===== src/rtl/mux_scan_ctrl.sv =====
// Scan sequencer for a 4:1 mux: walks s1/s2 over the channels, samples y after a dwell, emits a 4-bit word.
// Optional per-channel enable mask: define MUX_SCAN_MASK_EN to add the chan_mask port.
module mux_scan_ctrl #(
    parameter int unsigned DWELL = 4
) (
    input  logic       clk,
    input  logic       rst_n,
    input  logic       start,
    input  logic       y,
    output logic       s1,
    output logic       s2,
    output logic [3:0] word,
    output logic       word_valid,
    input  logic       word_ready,
    output logic       busy
`ifdef MUX_SCAN_MASK_EN
    ,
    input  logic [3:0] chan_mask
`endif
);

    localparam int unsigned DW_W = (DWELL > 1) ? $clog2(DWELL) : 1;
    localparam logic [DW_W-1:0] DW_MAX = DW_W'(DWELL - 1);

    typedef enum logic [1:0] {
        IDLE,
        SETTLE,
        DONE
    } state_t;

    state_t          state_q, state_d;
    logic [1:0]      ch_q, ch_d;
    logic [DW_W-1:0] dw_q, dw_d;
    logic [3:0]      shadow_q, shadow_d;
    logic [3:0]      word_q, word_d;
    logic [1:0]      sel_q, sel_d;
    logic [3:0]      mask_q, mask_d;
    logic [3:0]      start_mask;
    logic [2:0]      first;
    logic [2:0]      nxt;
    logic            begin_scan;

`ifdef MUX_SCAN_MASK_EN
    assign start_mask = chan_mask;
`else
    assign start_mask = 4'hF;
`endif

    // Lowest enabled channel at or above 'from'; bit 2 flags that one was found.
    function automatic logic [2:0] find_from(input logic [3:0] m, input logic [2:0] from);
        logic [2:0] r;
        r = '0;
        for (int unsigned i = 0; i < 4; i++) begin
            if (!r[2] && m[i[1:0]] && (3'(i) >= from)) begin
                r = {1'b1, i[1:0]};
            end
        end
        return r;
    endfunction

    always_comb begin
        state_d    = state_q;
        ch_d       = ch_q;
        dw_d       = dw_q;
        shadow_d   = shadow_q;
        word_d     = word_q;
        sel_d      = sel_q;
        mask_d     = mask_q;
        nxt        = '0;
        begin_scan = 1'b0;
        first      = find_from(start_mask, 3'd0);

        unique case (state_q)
            IDLE: begin
                sel_d = '0;
                if (start) begin_scan = 1'b1;
            end
            SETTLE: begin
                if (dw_q == DW_MAX) begin
                    shadow_d[ch_q] = y;
                    nxt = find_from(mask_q, {1'b0, ch_q} + 3'd1);
                    if (nxt[2]) begin
                        ch_d  = nxt[1:0];
                        dw_d  = '0;
                        sel_d = nxt[1:0];
                    end else begin
                        state_d = DONE;
                        word_d  = shadow_d;
                        sel_d   = '0;
                    end
                end else begin
                    dw_d = dw_q + DW_W'(1);
                end
            end
            DONE: begin
                sel_d = '0;
                if (word_ready) begin
                    if (start) begin_scan = 1'b1;
                    else       state_d = IDLE;
                end
            end
            default: state_d = IDLE;
        endcase

        // Common scan entry from IDLE and from a DONE handshake; an empty mask finishes at once.
        if (begin_scan) begin
            mask_d   = start_mask;
            shadow_d = '0;
            dw_d     = '0;
            if (first[2]) begin
                state_d = SETTLE;
                ch_d    = first[1:0];
                sel_d   = first[1:0];
            end else begin
                state_d = DONE;
                ch_d    = '0;
                sel_d   = '0;
                word_d  = '0;
            end
        end
    end

    always_ff @(posedge clk) begin
        if (!rst_n) begin
            state_q  <= IDLE;
            ch_q     <= '0;
            dw_q     <= '0;
            shadow_q <= '0;
            word_q   <= '0;
            sel_q    <= '0;
            mask_q   <= '0;
        end else begin
            state_q  <= state_d;
            ch_q     <= ch_d;
            dw_q     <= dw_d;
            shadow_q <= shadow_d;
            word_q   <= word_d;
            sel_q    <= sel_d;
            mask_q   <= mask_d;
        end
    end

    assign s1         = sel_q[1];
    assign s2         = sel_q[0];
    assign word       = word_q;
    assign word_valid = (state_q == DONE);
    assign busy       = (state_q != IDLE);

endmodule

===== config.mk =====
export PLATFORM = sky130hd
export DESIGN_NAME = mux_scan_ctrl
export DESIGN_NICKNAME = d
export VERILOG_FILES = /design/src/rtl/mux_scan_ctrl.sv
export SDC_FILE = /design/constraint.sdc
export NUM_CORES = 1
export LEC_CHECK = 0
export CORE_MARGIN = 8
export CORE_UTILIZATION = 45
export DETAILED_ROUTE_END_ITERATION = 10
export HOLD_SLACK_MARGIN = 0.02
export PLACE_DENSITY = 0.72
export SYNTH_ARGS = -nofsm -noshare
export SYNTH_HDL_FRONTEND = slang
export SYNTH_SLANG_ARGS = --single-unit

===== constraint.sdc =====
create_clock -name clk -period 1.3 [get_ports clk]
set_input_delay 0.26 -clock clk [delete_from_list [all_inputs] [get_ports clk]]
set_output_delay 0.26 -clock clk [all_outputs]
set_load 0.02 [all_outputs]

[After elaboration in Yosys (flattened, before gate mapping)]
Index checks and enable logic that the tools add are counted.
Storage, ports and cells
  logic and storage cells: 84
  bits of input ports: 5
  output and inout port bits: 8
  flip-flop bits (word level): 17
Cells by class
  bitwise gates (word level): 3
  add/subtract/negate cells: 2
  equality and inequality tests: 13
  multiplexer cells: 29
  reductions and logical operators: 23
  magnitude comparators: 6
Operators by type and width (count)
  3-bit two-way mux: 12
  2-bit two-way mux: 8
  5-bit AND reduction: 2
  1-bit logical AND: 8
  2-bit inequality test (second input constant): 4
  1-bit by 3-bit >= comparator with 1-bit output (first input constant): 2
  2-bit by 3-bit >= comparator with 1-bit output (first input constant): 2
  3-bit inequality test (second input constant): 2
  2-bit case mux with 3 select lines: 1
  2-bit AND reduction: 3
  3-bit AND reduction: 2
  4-bit bitwise mux: 1
  2-bit == test (second input constant): 2
  1-bit two-way mux: 4
  2-bit by 1-bit inequality test with 1-bit output (second input constant): 2
  2-bit case mux with 2 select lines: 1
  2-bit nonzero test: 2
  2-bit OR reduction: 2
  2-bit by 1-bit adder with 3-bit output (second input constant): 1
  1-bit logical NOT: 3
  2-bit by 3-bit less-than comparator with 1-bit output (second input constant): 1
  3-bit by 1-bit inequality test with 1-bit output (second input constant): 1
  3-bit by 2-bit inequality test with 1-bit output (second input constant): 1
  1-bit inverter: 3
  6 further kinds: 6

[Depth between registers and ports, before layout]
Gate-level depths: netlist of run 1.
  depth in word-level cells: 28
  depth in mapped cells: 5
  gate-level depth less buffers: 4

[Least setup slack after synthesis of run 1]
OpenSTA, ideal clock, no wires.
  path kind: reg-to-reg
  start point: reg dw_q[0]
  end point: reg ch_q[0]
  setup slack: -0.001 ns
  data required time: 1.209 ns
  stages on the path, launching flop included: 6
  path buffers: 1
  clock period less this slack: 1.301 ns
  data arrival time: 1.210 ns
  setup time: 0.091 ns
  path through: dfxtp_1 ha_1 and3b_1 buf_4 a21oi_1 a311oi_1
Between the ends
  word-level cells in the longest chain between the ends: 2
Ends and longest elaborated chain
  start: declaration: RTL line 33  | logic [DW_W-1:0] dw_q, dw_d;
  start signal: assignment: RTL line 135  | dw_q <= dw_d;
  2-bit == test: RTL line 79  | if (dw_q == DW_MAX) begin
  3-bit AND reduction (no source line)
  end signal: assignment: RTL line 134  | ch_q <= ch_d;
  end: declaration: RTL line 32  | logic [1:0] ch_q, ch_d;
Every way passes these cells.
A chain may end at the register's enable or synchronous reset.

[Worst setup path in the final report of run 1]
  start point: reg dw_q[1]
  end point: reg shadow_q[2]
Between the ends
  word-level cells in the longest chain between the ends: 2
Ends and longest elaborated chain
  2-bit == test: RTL line 79
  2-bit AND reduction (no source line)
  end signal: assignment: RTL line 136  | shadow_q <= shadow_d;
  end: declaration: RTL line 34  | logic [3:0] shadow_q, shadow_d;
Every way passes these cells.

==> flow_metrics.env, run 1 <==
export IMPL_status="finished, violations left"
export IMPL_failed_checks="setup timing"
export IMPL_p_total_mw=1.013
export IMPL_seq_area_frac_synth_pct=41.78
export IMPL_clkPwrFrac_pct=29.2
export IMPL_synth_edf_count=0
export IMPL_place_ws_ns=-0.2017
export IMPL_ys_flop_type="dfxtp_1"
export IMPL_yosys_area_top_type="dfxtp_1"
export IMPL_ys_warn_count=0
export IMPL_multi_input_area_sq_um=541.8
export IMPL_vias=810
export IMPL_dieHeight_microns=58.55
export IMPL_cp_end_kind="flop"
export IMPL_power_frac_seq_pct=53.2
export IMPL_max_slew_worst_pin_slew_ns=0.3301
export IMPL_dp_cells=134
export IMPL_crit_start="dw_q[1]"
export IMPL_finalHoldViolations=0
export IMPL_cap_violations=0
export IMPL_async_flop_share_pct=0
export IMPL_layout_drive_gt1_share_pct=50.82
export IMPL_htree_num_levels=1
export IMPL_final_core_util_pct=79.63
export IMPL_r2r_cells=6
export IMPL_dr_pass1_iters=4
export IMPL_fin_crit_ns=1.389
export IMPL_routed_wl_microns=2668
export IMPL_root_buffer="clkbuf_4"
export IMPL_first_iter_violations=17
export IMPL_final_seq_area_sq_um=345.3
export IMPL_syn_avg_cell_area_sq_um=9.583
export IMPL_synth_seq_cells=17
export IMPL_clk_pin_slew_ns=0.11
export IMPL_grt_setup_unrepaired="true"
export IMPL_routabilityCongestion=0.7794
export IMPL_clock_sinks=17
export IMPL_fin_crit_sh_pct=106.9
export IMPL_reg2reg_to="shadow_q[2]"
export IMPL_pwr_density_cell_nw_per_um2=745.0
export IMPL_cts_made_buffers=3
export IMPL_place_area_sq_um=1072
export IMPL_synth_most_common_cell="dfxtp_1"
export IMPL_required_ns=1.53
export IMPL_power_net_switching_mw=0.2736
export IMPL_core_area_sq_um=1708
export IMPL_post_synth_top_area_fraction_pct=41.78
export IMPL_antenna_found_initial=0
export IMPL_synthDistinctLibCells=32
export IMPL_critPathMaxFanout=5
export IMPL_p_sw_share_pct=27.00
export IMPL_grt_pass1_wl_microns=3988
export IMPL_min_delay_path_depth=2
export IMPL_drc=0
export IMPL_relSlewSlack_pct=77.76
export IMPL_max_clock_freq_ghz=0.7197
export IMPL_tritoncts="yes"
export IMPL_cts_hold_buf=0
export IMPL_dp_final_hpwl_microns=1449
export IMPL_grt_pass1_vias=834
export IMPL_synth_commonest_cells="17 x dfxtp_1, 10 x a21oi_1, 6 x nor2_1"
export IMPL_area_growth_syn_to_layout_pct=66.97
export IMPL_rows=15
export IMPL_final_area_sq_um=1360
export IMPL_drv_slew=0
export IMPL_synth_area_top_cells="dfxtp_1 42%, a21oi_1 6.1%, mux2i_1 6.1%, a311oi_1 5.4%, nor2_1 2.8%"
export IMPL_critPathLaunchType="flop"
export IMPL_p_int_mw=0.7397
export IMPL_hold_path_startpoint="sel_q[1]"
export IMPL_min_path_type="reg2reg"
export IMPL_setup_viol_count_final=10
export IMPL_die_area_sq_um=3428
export IMPL_num_io_pins=13
export IMPL_tns_ns=-0.2835
export IMPL_nNetsFinal=129
export IMPL_clockBufferDepth=2
export IMPL_io_buffers=12
export IMPL_combinationalPowerShare_pct=17.6
export IMPL_fillers=105
export IMPL_start_util_pct=47.69
export IMPL_dieWidth_microns=58.55
export IMPL_synth_nets=91
export IMPL_via_per_inst=5.510
export IMPL_grt_max_degree=11
export IMPL_globalRoute_totalOverflow=0
export IMPL_holdPathEnd="sel_q[1]"
export IMPL_r2r_start="dw_q[1]"
export IMPL_drtAntennaViolNets=0
export IMPL_worst_slack_ns=-0.08945
export IMPL_leakage_nw=0.5354
export IMPL_skew_ns=0.01773
export IMPL_vdd_drop_max_mv=0.7883
export IMPL_wl_per_cell_microns=18.15
export IMPL_synthCells=85
export IMPL_clk_latency_ns=0.30
export IMPL_diodes=0
export IMPL_regToRegSetupSlack_ns=-0.09
export IMPL_whs_ns=0.4899
export IMPL_layout_cells_non_filler=147
export IMPL_crit_arrival_ns=1.62
export IMPL_path_class="reg2reg"
export IMPL_gr_usage_all_layers_pct=14.95
export IMPL_syn_cell_area_sq_um=814.5
-- kinds of logic after synthesis --
logic type	after synthesis	share of synthesized area, %
adders and majority gates	1	1.536
DFF	17	41.78
AOI/OAI and AO/OA	31	29.18
muxes	5	6.145
and+or+nand+nor	22	15.05
buffers and inverters	9	6.296
-- sequential cells by signal (all words and copies together) (netlist names) --
signal and count:
sel_q 2, mask_q 1, ch_q 2, shadow_q 4, word 4, state_q 2, dw_q 2
-- power groups by stage --
| stage | sequential [mW] | combinational, mW | clock (mW) |
|---|---|---|---|
| after floorplan | 0.548 | 0.0671 | 0 |
| after global placement | 0.547 | 0.130 | 0 |
| after detailed placement | 0.548 | 0.134 | 0 |
| after CTS | 0.538 | 0.147 | 0.291 |
| after global routing | 0.540 | 0.188 | 0.322 |
| final | 0.539 | 0.178 | 0.296 |
-- worst max-delay path: stages, from the launching register on --
cell and delay [ns]:
dfxtp_2 0.36, ha_4 0.16, and3b_2 0.23, buf_6 0.13
buf_16 0.12, a21bo_2 0.19, a21oi_2 0.12
-- area by class of cell --
class	instances	area share, %
clock buffers	4	1.932
inverters	4	1.104
multi-input cells	59	39.83
flip-flops and latches	17	25.39
well taps	25	2.300
repair buffers	38	29.44
-- per-layer routing --
| layer | global-route usage [%] | vias to the layer above | wire length (microns) |
|---|---|---|---|
| li1 | - | 390 | - |
| met1 | 16.71 | 395 | 1114 |
| met2 | 26.61 | 21 | 1401 |
| met3 | 4.565 | 4 | 119 |
| met4 | 3.846 | 0 | 32 |
| met5 | 0 | - | 0 |
-- repair_timing --
| item | CTS | global route |
|---|---|---|
| resized for setup | 34 | 25 |
| endpoints found under the setup margin | 12 | 18 |
| pin swaps | 7 | 9 |
| setup buffers | 5 | 2 |
| gates cloned | 3 | 1 |
-- placed cells by master (no fill, tap or decap), drive strengths merged, types with 3 or more instances in the layout --
cell type	netlist	final
a211oi	3	3
a21oi	10	10
a311oi	5	5
buf	4	28
clkbuf	1	4
clkdlybuf4s50	0	4
dfxtp	17	17
dlygate4sd2	0	6
inv	4	4
mux2i	5	5
nand3	4	4
nor2	6	6
o211ai	3	3
-- worst max path at each step --
stage	end	slack, ns	cells after the start
after CTS	shadow_q[2]	-0.07	5
after detailed placement	dw_q[0]	-0.20	5
after global routing	shadow_q[2]	-0.14	6
after floorplan	ch_q[0]	0.04	5
final	shadow_q[2]	-0.09	6
after global placement	dw_q[0]	-0.14	5
Note: power is estimated with default switching activity, not from simulation.
==> run 2: changes to the inputs <==
--- a/config.mk
+++ b/config.mk
@@ -6,10 +6,11 @@
 export NUM_CORES = 1
 export LEC_CHECK = 0
 export CORE_MARGIN = 8
-export CORE_UTILIZATION = 45
+export CORE_UTILIZATION = 54
+export CTS_CLUSTER_SIZE = 30
 export DETAILED_ROUTE_END_ITERATION = 10
 export HOLD_SLACK_MARGIN = 0.02
-export PLACE_DENSITY = 0.72
+export PLACE_DENSITY = 0.91
 export SYNTH_ARGS = -nofsm -noshare
 export SYNTH_HDL_FRONTEND = slang
 export SYNTH_SLANG_ARGS = --single-unit
==> constraint.sdc (replaced) <==
create_clock -name clk -period 1.65 [get_ports clk]
set_input_delay 0.33 -clock clk [delete_from_list [all_inputs] [get_ports clk]]
set_output_delay 0.33 -clock clk [all_outputs]
set_load 0.02 [all_outputs]
==> flow_metrics.env, run 2 (synthesized netlist as in run 1, its figures left out) <==
export IMPL_status="finished clean"
export IMPL_relSlewSlack_pct=82.76
export IMPL_diodes=0
export IMPL_cts_hold_buf=0
export IMPL_critPathLaunchType="flop"
export IMPL_vias=699
export IMPL_finalHoldViolations=0
export IMPL_dp_final_hpwl_microns=1399
export IMPL_critPathMaxFanout=5
export IMPL_place_area_sq_um=983.4
export IMPL_max_clock_freq_ghz=0.6291
export IMPL_core_area_sq_um=1454
export IMPL_globalRoute_totalOverflow=0
export IMPL_layout_cells_non_filler=119
export IMPL_grt_setup_unrepaired="false"
export IMPL_final_core_util_pct=69.45
export IMPL_crit_arrival_ns=1.26
export IMPL_dieWidth_microns=54.84
export IMPL_dp_cells=115
export IMPL_layout_drive_gt1_share_pct=16.50
export IMPL_fin_crit_sh_pct=96.34
export IMPL_clock_sinks=17
export IMPL_max_slew_worst_pin_slew_ns=0.2582
export IMPL_antenna_found_initial=0
export IMPL_whs_ns=0.4786
export IMPL_required_ns=1.32
export IMPL_drc=0
export IMPL_drtAntennaViolNets=0
export IMPL_vdd_drop_max_mv=0.5198
export IMPL_tritoncts="yes"
export IMPL_drv_slew=0
export IMPL_fin_crit_ns=1.590
export IMPL_num_io_pins=13
export IMPL_final_area_sq_um=1010
export IMPL_skew_ns=0.006442
export IMPL_routed_wl_microns=1823
export IMPL_nNetsFinal=110
export IMPL_clk_latency_ns=0.30
export IMPL_grt_max_degree=22
export IMPL_path_class="reg2out"
export IMPL_io_buffers=12
export IMPL_pwr_density_cell_nw_per_um2=728.2
export IMPL_first_iter_violations=15
export IMPL_place_ws_ns=0.07859
export IMPL_area_growth_syn_to_layout_pct=23.96
export IMPL_root_buffer="clkbuf_4"
export IMPL_dieHeight_microns=54.84
export IMPL_clockBufferDepth=2
export IMPL_cap_violations=0
export IMPL_start_util_pct=56.02
export IMPL_setup_viol_count_final=0
export IMPL_dr_pass1_iters=4
export IMPL_cp_end_kind="output pin"
export IMPL_mostFrequentLayoutCells="16 x dfxtp_1, 10 x a21oi_1, 10 x clkdlybuf4s50_1"
export IMPL_cts_made_buffers=3
export IMPL_grt_pass1_wl_microns=3167
export IMPL_clk_pin_slew_ns=0.10
export IMPL_grt_pass1_vias=725
export IMPL_htree_num_levels=1
export IMPL_rows=14
export IMPL_min_path_type="reg2reg"
export IMPL_leakage_nw=0.3783
export IMPL_routabilityCongestion=0.7574
export IMPL_fillers=119
export IMPL_via_per_inst=5.874
export IMPL_tns_ns=0
export IMPL_final_common_cell="dfxtp_1"
export IMPL_wl_per_cell_microns=15.32
export IMPL_worst_slack_ns=0.06040
export IMPL_gr_usage_all_layers_pct=14.36
export IMPL_die_area_sq_um=3007
export IMPL_p_total_mw=0.7353
run 2: cell type report:
type / instances / area [sq um] / area share (%)
Clock buffer: 3 / 22.52 / 2.230
Clock inverter: 1 / 5.005 / 0.4957
Inverter: 4 / 15.01 / 1.487
Multi-Input combinational cell: 59 / 422.9 / 41.88
Sequential cell: 17 / 341.6 / 33.83
Tap cell: 16 / 20.02 / 1.983
Timing Repair Buffer: 19 / 182.7 / 18.09
run 2: metal layers:
metal | track usage, % | vias to the layer above | share of wire [%]
met5 | 0 | - | 0
met4 | 10.25 | 0 | 1.6
met3 | 2.989 | 2 | 6.7
met2 | 25.09 | 19 | 50
met1 | 14.80 | 325 | 41
li1 | - | 353 | -
run 2: power breakdown:
group	switching (mW)	internal, mW
registers	0.00796	0.418
clock network	0.137	0.0903
logic	0.0432	0.0395
total	0.188	0.548
run 2: worst paths after layout:
kind,from,to,slack [ns],depth (start not counted)
worst max-delay path,state_q[0],busy,0.06,2
worst max register to register,dw_q[0],word[3],0.18,5
worst min-delay path,sel_q[1],sel_q[1],0.48,2
worst min register to register,sel_q[1],sel_q[1],0.48,2
run 2: repair_timing:
item,CTS,global route
endpoints found under the setup margin,2,1
gates cloned,0,0
gates resized for setup,2,1
buffers inserted,0,0
run 2: worst max-delay path: stages, from the launching register on:
cell,delay (ns)
dfxtp_2,0.35
or2_2,0.29
dlygate4sd2_1,0.32
==> run 3: changes to the inputs <==
--- a/config.mk
+++ b/config.mk
@@ -5,12 +5,14 @@
 export SDC_FILE = /design/constraint.sdc
 export NUM_CORES = 1
 export LEC_CHECK = 0
+export ABC_AREA = 1
 export CORE_MARGIN = 8
-export CORE_UTILIZATION = 54
+export CORE_UTILIZATION = 40
 export CTS_CLUSTER_SIZE = 30
 export DETAILED_ROUTE_END_ITERATION = 10
 export HOLD_SLACK_MARGIN = 0.02
-export PLACE_DENSITY = 0.91
+export PLACE_DENSITY = 0.74
+export RECOVER_POWER = 100
 export SYNTH_ARGS = -nofsm -noshare
 export SYNTH_HDL_FRONTEND = slang
 export SYNTH_SLANG_ARGS = --single-unit
==> flow_metrics.env, run 3 <==
export IMPL_area_growth_syn_to_layout_pct=21.22
export IMPL_cts_setup_buffers=0
export IMPL_synthCells=104
export IMPL_cts_made_buffers=3
export IMPL_synth_edf_count=0
export IMPL_dieWidth_microns=59.61
export IMPL_max_stage_delay_ns=0.43
export IMPL_cp_top_family="flip-flops"
export IMPL_grt_pass1_vias=591
export IMPL_dieHeight_microns=59.61
export IMPL_drv_slew=0
export IMPL_die_area_sq_um=3553
export IMPL_grt_max_degree=10
export IMPL_regToRegSetupSlack_ns=0.34
export IMPL_nNetsFinal=127
export IMPL_p_total_mw=0.7061
export IMPL_holdPathEnd="sel_q[0]"
export IMPL_diodes=0
export IMPL_reg2reg_to="shadow_q[3]"
export IMPL_final_common_cell="nand2_1"
export IMPL_cts_hold_buf=0
export IMPL_ys_flop_type="dfxtp_1"
export IMPL_routed_wl_microns=1612
export IMPL_multi_input_area_sq_um=357.8
export IMPL_min_path_type="reg2reg"
export IMPL_hold_path_startpoint="sel_q[0]"
export IMPL_clk_latency_ns=0.29
export IMPL_whs_ns=0.4679
export IMPL_vias=703
export IMPL_final_seq_area_sq_um=340.3
export IMPL_antenna_found_initial=0
export IMPL_r2r_cells=6
export IMPL_mostFrequentLayoutCells="30 x nand2_1, 17 x dfxtp_1, 14 x a21oi_1"
export IMPL_synth_seq_cells=17
export IMPL_path_class="reg2out"
export IMPL_via_per_inst=4.848
export IMPL_syn_cell_area_sq_um=760.7
export IMPL_cp_end_kind="output pin"
export IMPL_dr_pass1_iters=4
export IMPL_fin_crit_ns=1.601
export IMPL_syn_avg_cell_area_sq_um=7.315
export IMPL_layout_drive_gt1_share_pct=12.50
export IMPL_drtAntennaViolNets=0
export IMPL_max_slew_worst_pin_slew_ns=0.4820
export IMPL_grt_pass1_wl_microns=2504
export IMPL_synth_most_common_cell="nand2_1"
export IMPL_post_cts_resized=2
export IMPL_clockBufferDepth=2
export IMPL_clk_pin_slew_ns=0.09
export IMPL_min_delay_path_depth=2
export IMPL_yosys_area_top_type="dfxtp_1"
export IMPL_synth_area_top_cells="dfxtp_1 45%, nand2_1 14%, a21oi_1 8.6%, inv_1 4.9%, nor2_4 4.4%"
export IMPL_max_clock_freq_ghz=0.6245
export IMPL_required_ns=1.32
export IMPL_ys_warn_count=0
export IMPL_critPathLaunchType="flop"
export IMPL_seq_area_frac_synth_pct=44.74
export IMPL_relSlewSlack_pct=67.86
export IMPL_gr_usage_all_layers_pct=9.199
export IMPL_num_io_pins=13
export IMPL_io_buffers=12
export IMPL_rows=15
export IMPL_worst_path_max_delay_cell="dfxtp_1"
export IMPL_clock_sinks=17
export IMPL_fillers=180
export IMPL_htree_num_levels=1
export IMPL_dp_final_hpwl_microns=1284
export IMPL_critPathMaxFanout=3
export IMPL_skew_ns=0.002699
export IMPL_post_synth_top_area_fraction_pct=44.74
export IMPL_wl_per_cell_microns=11.12
export IMPL_setup_viol_count_final=0
export IMPL_first_iter_violations=18
export IMPL_cp_cell_sequence="inv_2 > nor2_1 > dlygate4sd2_1"
export IMPL_tns_ns=0
export IMPL_synthDistinctLibCells=16
export IMPL_tritoncts="yes"
export IMPL_synth_nets=110
export IMPL_core_area_sq_um=1764
export IMPL_cap_violations=0
export IMPL_pwr_density_cell_nw_per_um2=765.7
export IMPL_globalRoute_totalOverflow=0
export IMPL_routabilityCongestion=0.8021
export IMPL_vdd_drop_max_mv=0.5645
export IMPL_finalHoldViolations=0
export IMPL_status="finished clean"
export IMPL_leakage_nw=0.3460
export IMPL_crit_arrival_ns=1.27
export IMPL_drc=0
export IMPL_synth_commonest_cells="29 x nand2_1, 17 x dfxtp_1, 13 x a21oi_1"
export IMPL_r2r_start="dw_q[0]"
export IMPL_start_util_pct=43.12
export IMPL_root_buffer="clkbuf_4"
export IMPL_grt_setup_unrepaired="false"
export IMPL_async_flop_share_pct=0
export IMPL_fin_crit_sh_pct=97.05
export IMPL_critPathBufInv=2
==> run 3: cell count changes in the layout (fill, tap and decap cells not counted), moves of 4 or more <==
cell,delta
a21oi_1,+4
mux2i_1,-5
o21ai_0,+6
nand2_2,+4
inv_1,+6
nand2_1,+28
buf_4,-6
a311oi_1,-5
==> run 3: worst reg2reg max path, delay by kind of cell (launching register included) <==
kind	cells	cell delay (ns)
and+or+nand+nor	3	0.36
adders and majority gates	1	0.27
buffers and inverters	2	0.21
DFF	1	0.37
==> run 3: layout make-up <==
| cell class | count | area share, % |
|---|---|---|
| inverters | 13 | 5.292 |
| multi-input cells | 74 | 38.81 |
| repair buffers | 12 | 12.75 |
| clock buffers | 4 | 2.849 |
| well taps | 25 | 3.392 |
| flip-flops and latches | 17 | 36.91 |
==> run 3: power breakdown <==
group          switching (mW)  total [mW]  internal, mW
registers             0.00678       0.423         0.416
clock network           0.129       0.224        0.0942
logic                  0.0370      0.0594        0.0224
total                   0.173       0.706         0.533
==> run 3: metrics by stage <==
step / utilization (%) / setup WS (ns) / cells / instance area (sq um)
global route: 52.27 / 0.0004885 / 145 / 922.1
floorplan: - / 0.4874 / 104 / 760.7
CTS: 53.05 / 0.04091 / 145 / 935.9
detailed placement: 51.70 / 0.09270 / 141 / 912.1
finish: 52.27 / 0.04865 / 145 / 922.1
global placement: 51.70 / 0.1505 / 141 / 912.1
==> run 3: cell families (layout without fill, tap and decap cells) <==
| group | count (synthesis) | after routing | share of synthesized area, % |
|---|---|---|---|
| buf+inv | 13 | 29 | 6.415 |
| compound gates | 22 | 22 | 15.46 |
| flops | 17 | 17 | 44.74 |
| fa+ha+maj | 1 | 1 | 1.644 |
| simple gates | 51 | 51 | 31.74 |
==> run 3: how the worst max path moves through the flow <==
stage / startpoint / to / depth (start not counted)
6_report: state_q[1] / word_valid / 3
2_1_floorplan: state_q[1] / state_q[1] / 4
3_3_place_gp: state_q[1] / word_valid / 3
4_1_cts: state_q[1] / word_valid / 3
3_5_place_dp: state_q[1] / word_valid / 3
5_1_grt: state_q[1] / word_valid / 3
==> run 3: layer usage <==
layer	wire [microns]	global-route usage, %	up-vias
met5	0	0	-
met4	40	6.122	0
met3	76	2.386	5
met2	778	14.64	11
met1	717	10.48	324
li1	-	-	363
==> variant: new RTL, settings of run 2 <==
Make the reset (`rst_n`) asynchronous in one clocked block.
--- a/src/rtl/mux_scan_ctrl.sv
+++ b/src/rtl/mux_scan_ctrl.sv
@@ -122,3 +122,3 @@
 
-    always_ff @(posedge clk) begin
+    always_ff @(posedge clk or negedge rst_n) begin
         if (!rst_n) begin
Behaviour: differs if rst_n is asserted again (counterexample within 4 cycles, from zero or initial values and one cycle with rst_n low); with rst_n held inactive, the same outputs for 10 cycles.
==> variant against run 2 <==
Routed wire length up 3.0%. Design area up 7.3%. First-iteration DRC count up 20%. Area after synthesis up 11%. Sequential cell count unchanged. Die area up 7.4%. Setup slack worse by 0.028 ns.
Power is not compared: it rests on default switching activity, and its combinational part moved more than twofold at a synthesized area within 25%.
==> variant: results (changes against run 2) <==
Status - complete, no violations (unchanged)
Worst clock skew - 0.00397 ns (was 0.00644 ns)
Hold Crit Class - in -> async (was reg -> reg)
Max_slew headroom - 72.2% (was 82.8%)
TritonCTS buffer count - 3 (unchanged)
Resized cells post-CTS - 2 (unchanged)
Static Leak - 0.499 nW
N_diodes - 0 (unchanged)
Share of cells above drive strength 1 - 23.5% (was 16.5%)
Fillers - 115 (was 119)
Setup bufs post-CTS - 0 (unchanged)
Crit path DAT - 1.29 ns (was 1.26 ns)
First-pass GRT wire length - 3210 um (was 3170 um)
1st-iter DRT viols - 18 (was 15)
H-tree levels - 1 (unchanged)
Synth cell count leaders - 17 x dfrtp_1, 5 x a21oi_1, 5 x nand3_1, 5 x o21ai_0 (was 17 x dfxtp_1, 10 x a21oi_1, 6 x nor2_1)
Fraction of registers with async set/reset - 100% (was 0%)
Unique masters post-synth - 33 (was 32)
Vias - 676 (was 699)
DPL Wire Length - 1390 um (was 1400 um)
Largest net degree at the start of global routing - 18 (was 22)
Placer Congestion - 0.871 (was 0.757)
Placed Area - 1060 um2 (was 983 um2)
Layout Nets - 105 (was 110)
Final wirelength - 1880 um (was 1820 um)
Vias in the first global route - 687 (was 725)
Seq/Total Area, Yosys - 47.2% (was 41.8%)
Dominant cells by area after synthesis - dfrtp_1 47%, mux2_4 5.0%, mux2_2 3.7% (was dfxtp_1 42%, a21oi_1 6.1%, mux2i_1 6.1%)
Syn nets - 85 (was 91)
Post-Place Setup Slack - 0.103 ns (was 0.0786 ns)
CP max FO - 3 (was 5)
Total GRT Usage - 12.1% (was 14.4%)
==> variant: kinds of logic (layout without fill, tap and decap cells) <==
kind of cell	Yosys count	in the layout	share of synthesized area, %
buffers and inverters	7	26	5.00
adders and majority gates	1	1	1.39
muxes	9	9	12.4
AOI/OAI and AO/OA	17	17	12.6
and+or+nand+nor	28	28	21.4
DFF	17	17	47.2
==> variant: per-stage QoR <==
step / std cells / power (mW) / utilization, %
after global routing: 114 / 1.99 / 70.3
after CTS: 114 / 1.86 / 70.0
after global placement: 110 / 1.59 / 68.5
after floorplan: 79 / 1.36 / -
after detailed placement: 110 / 1.64 / 68.5
final: 114 / 1.86 / 70.3
==> variant: layout make-up <==
class	count	share of cell area, %
Multi-Input combinational cell	55	40.0
Sequential cell	17	39.3
Timing Repair Buffer	18	15.1
Clock buffer	4	2.42
Tap cell	16	1.85
Inverter	4	1.39
==> variant: path summary, 6_finish.rpt <==
kind                       slack (ns)                    from  cells after the start                      end
setup / recovery                 0.03  state_q[1]$_DFFE_PN0P_                      2                     busy
hold / removal                   0.36                   rst_n                      2  shadow_q[2]$_DFFE_PN0P_
setup reg to reg                 0.17     ch_q[1]$_DFFE_PN0P_                      3      word[2]$_DFFE_PN0P_
hold reg to reg                  0.52     word[0]$_DFFE_PN0P_                      1      word[0]$_DFFE_PN0P_
max in group asynchronous        1.10                   rst_n                      2   state_q[0]$_DFFE_PN0P_
min in group clk                 0.52     word[0]$_DFFE_PN0P_                      1      word[0]$_DFFE_PN0P_
==> variant: layer usage <==
layer | vias up | wire (um) | track usage (%)
met5 | - | 0 | 0
met4 | 0 | 48 | 6.04
met3 | 9 | 89 | 2.70
met2 | 22 | 956 | 20.1
met1 | 321 | 782 | 14.3
li1 | 324 | - | -
==> variant: power breakdown <==
part / internal [mW] / total, mW / switching [mW]
Sequential: 0.574 / 0.703 / 0.128
Clock: 0.0943 / 0.234 / 0.140
Combinational: 0.480 / 0.926 / 0.446
==> variant: critical path, stage by stage, from the launching register on <==
cell             delay [ns]
dfrtp_1                0.41
or2_2                  0.29
clkdlybuf4s15_1        0.29
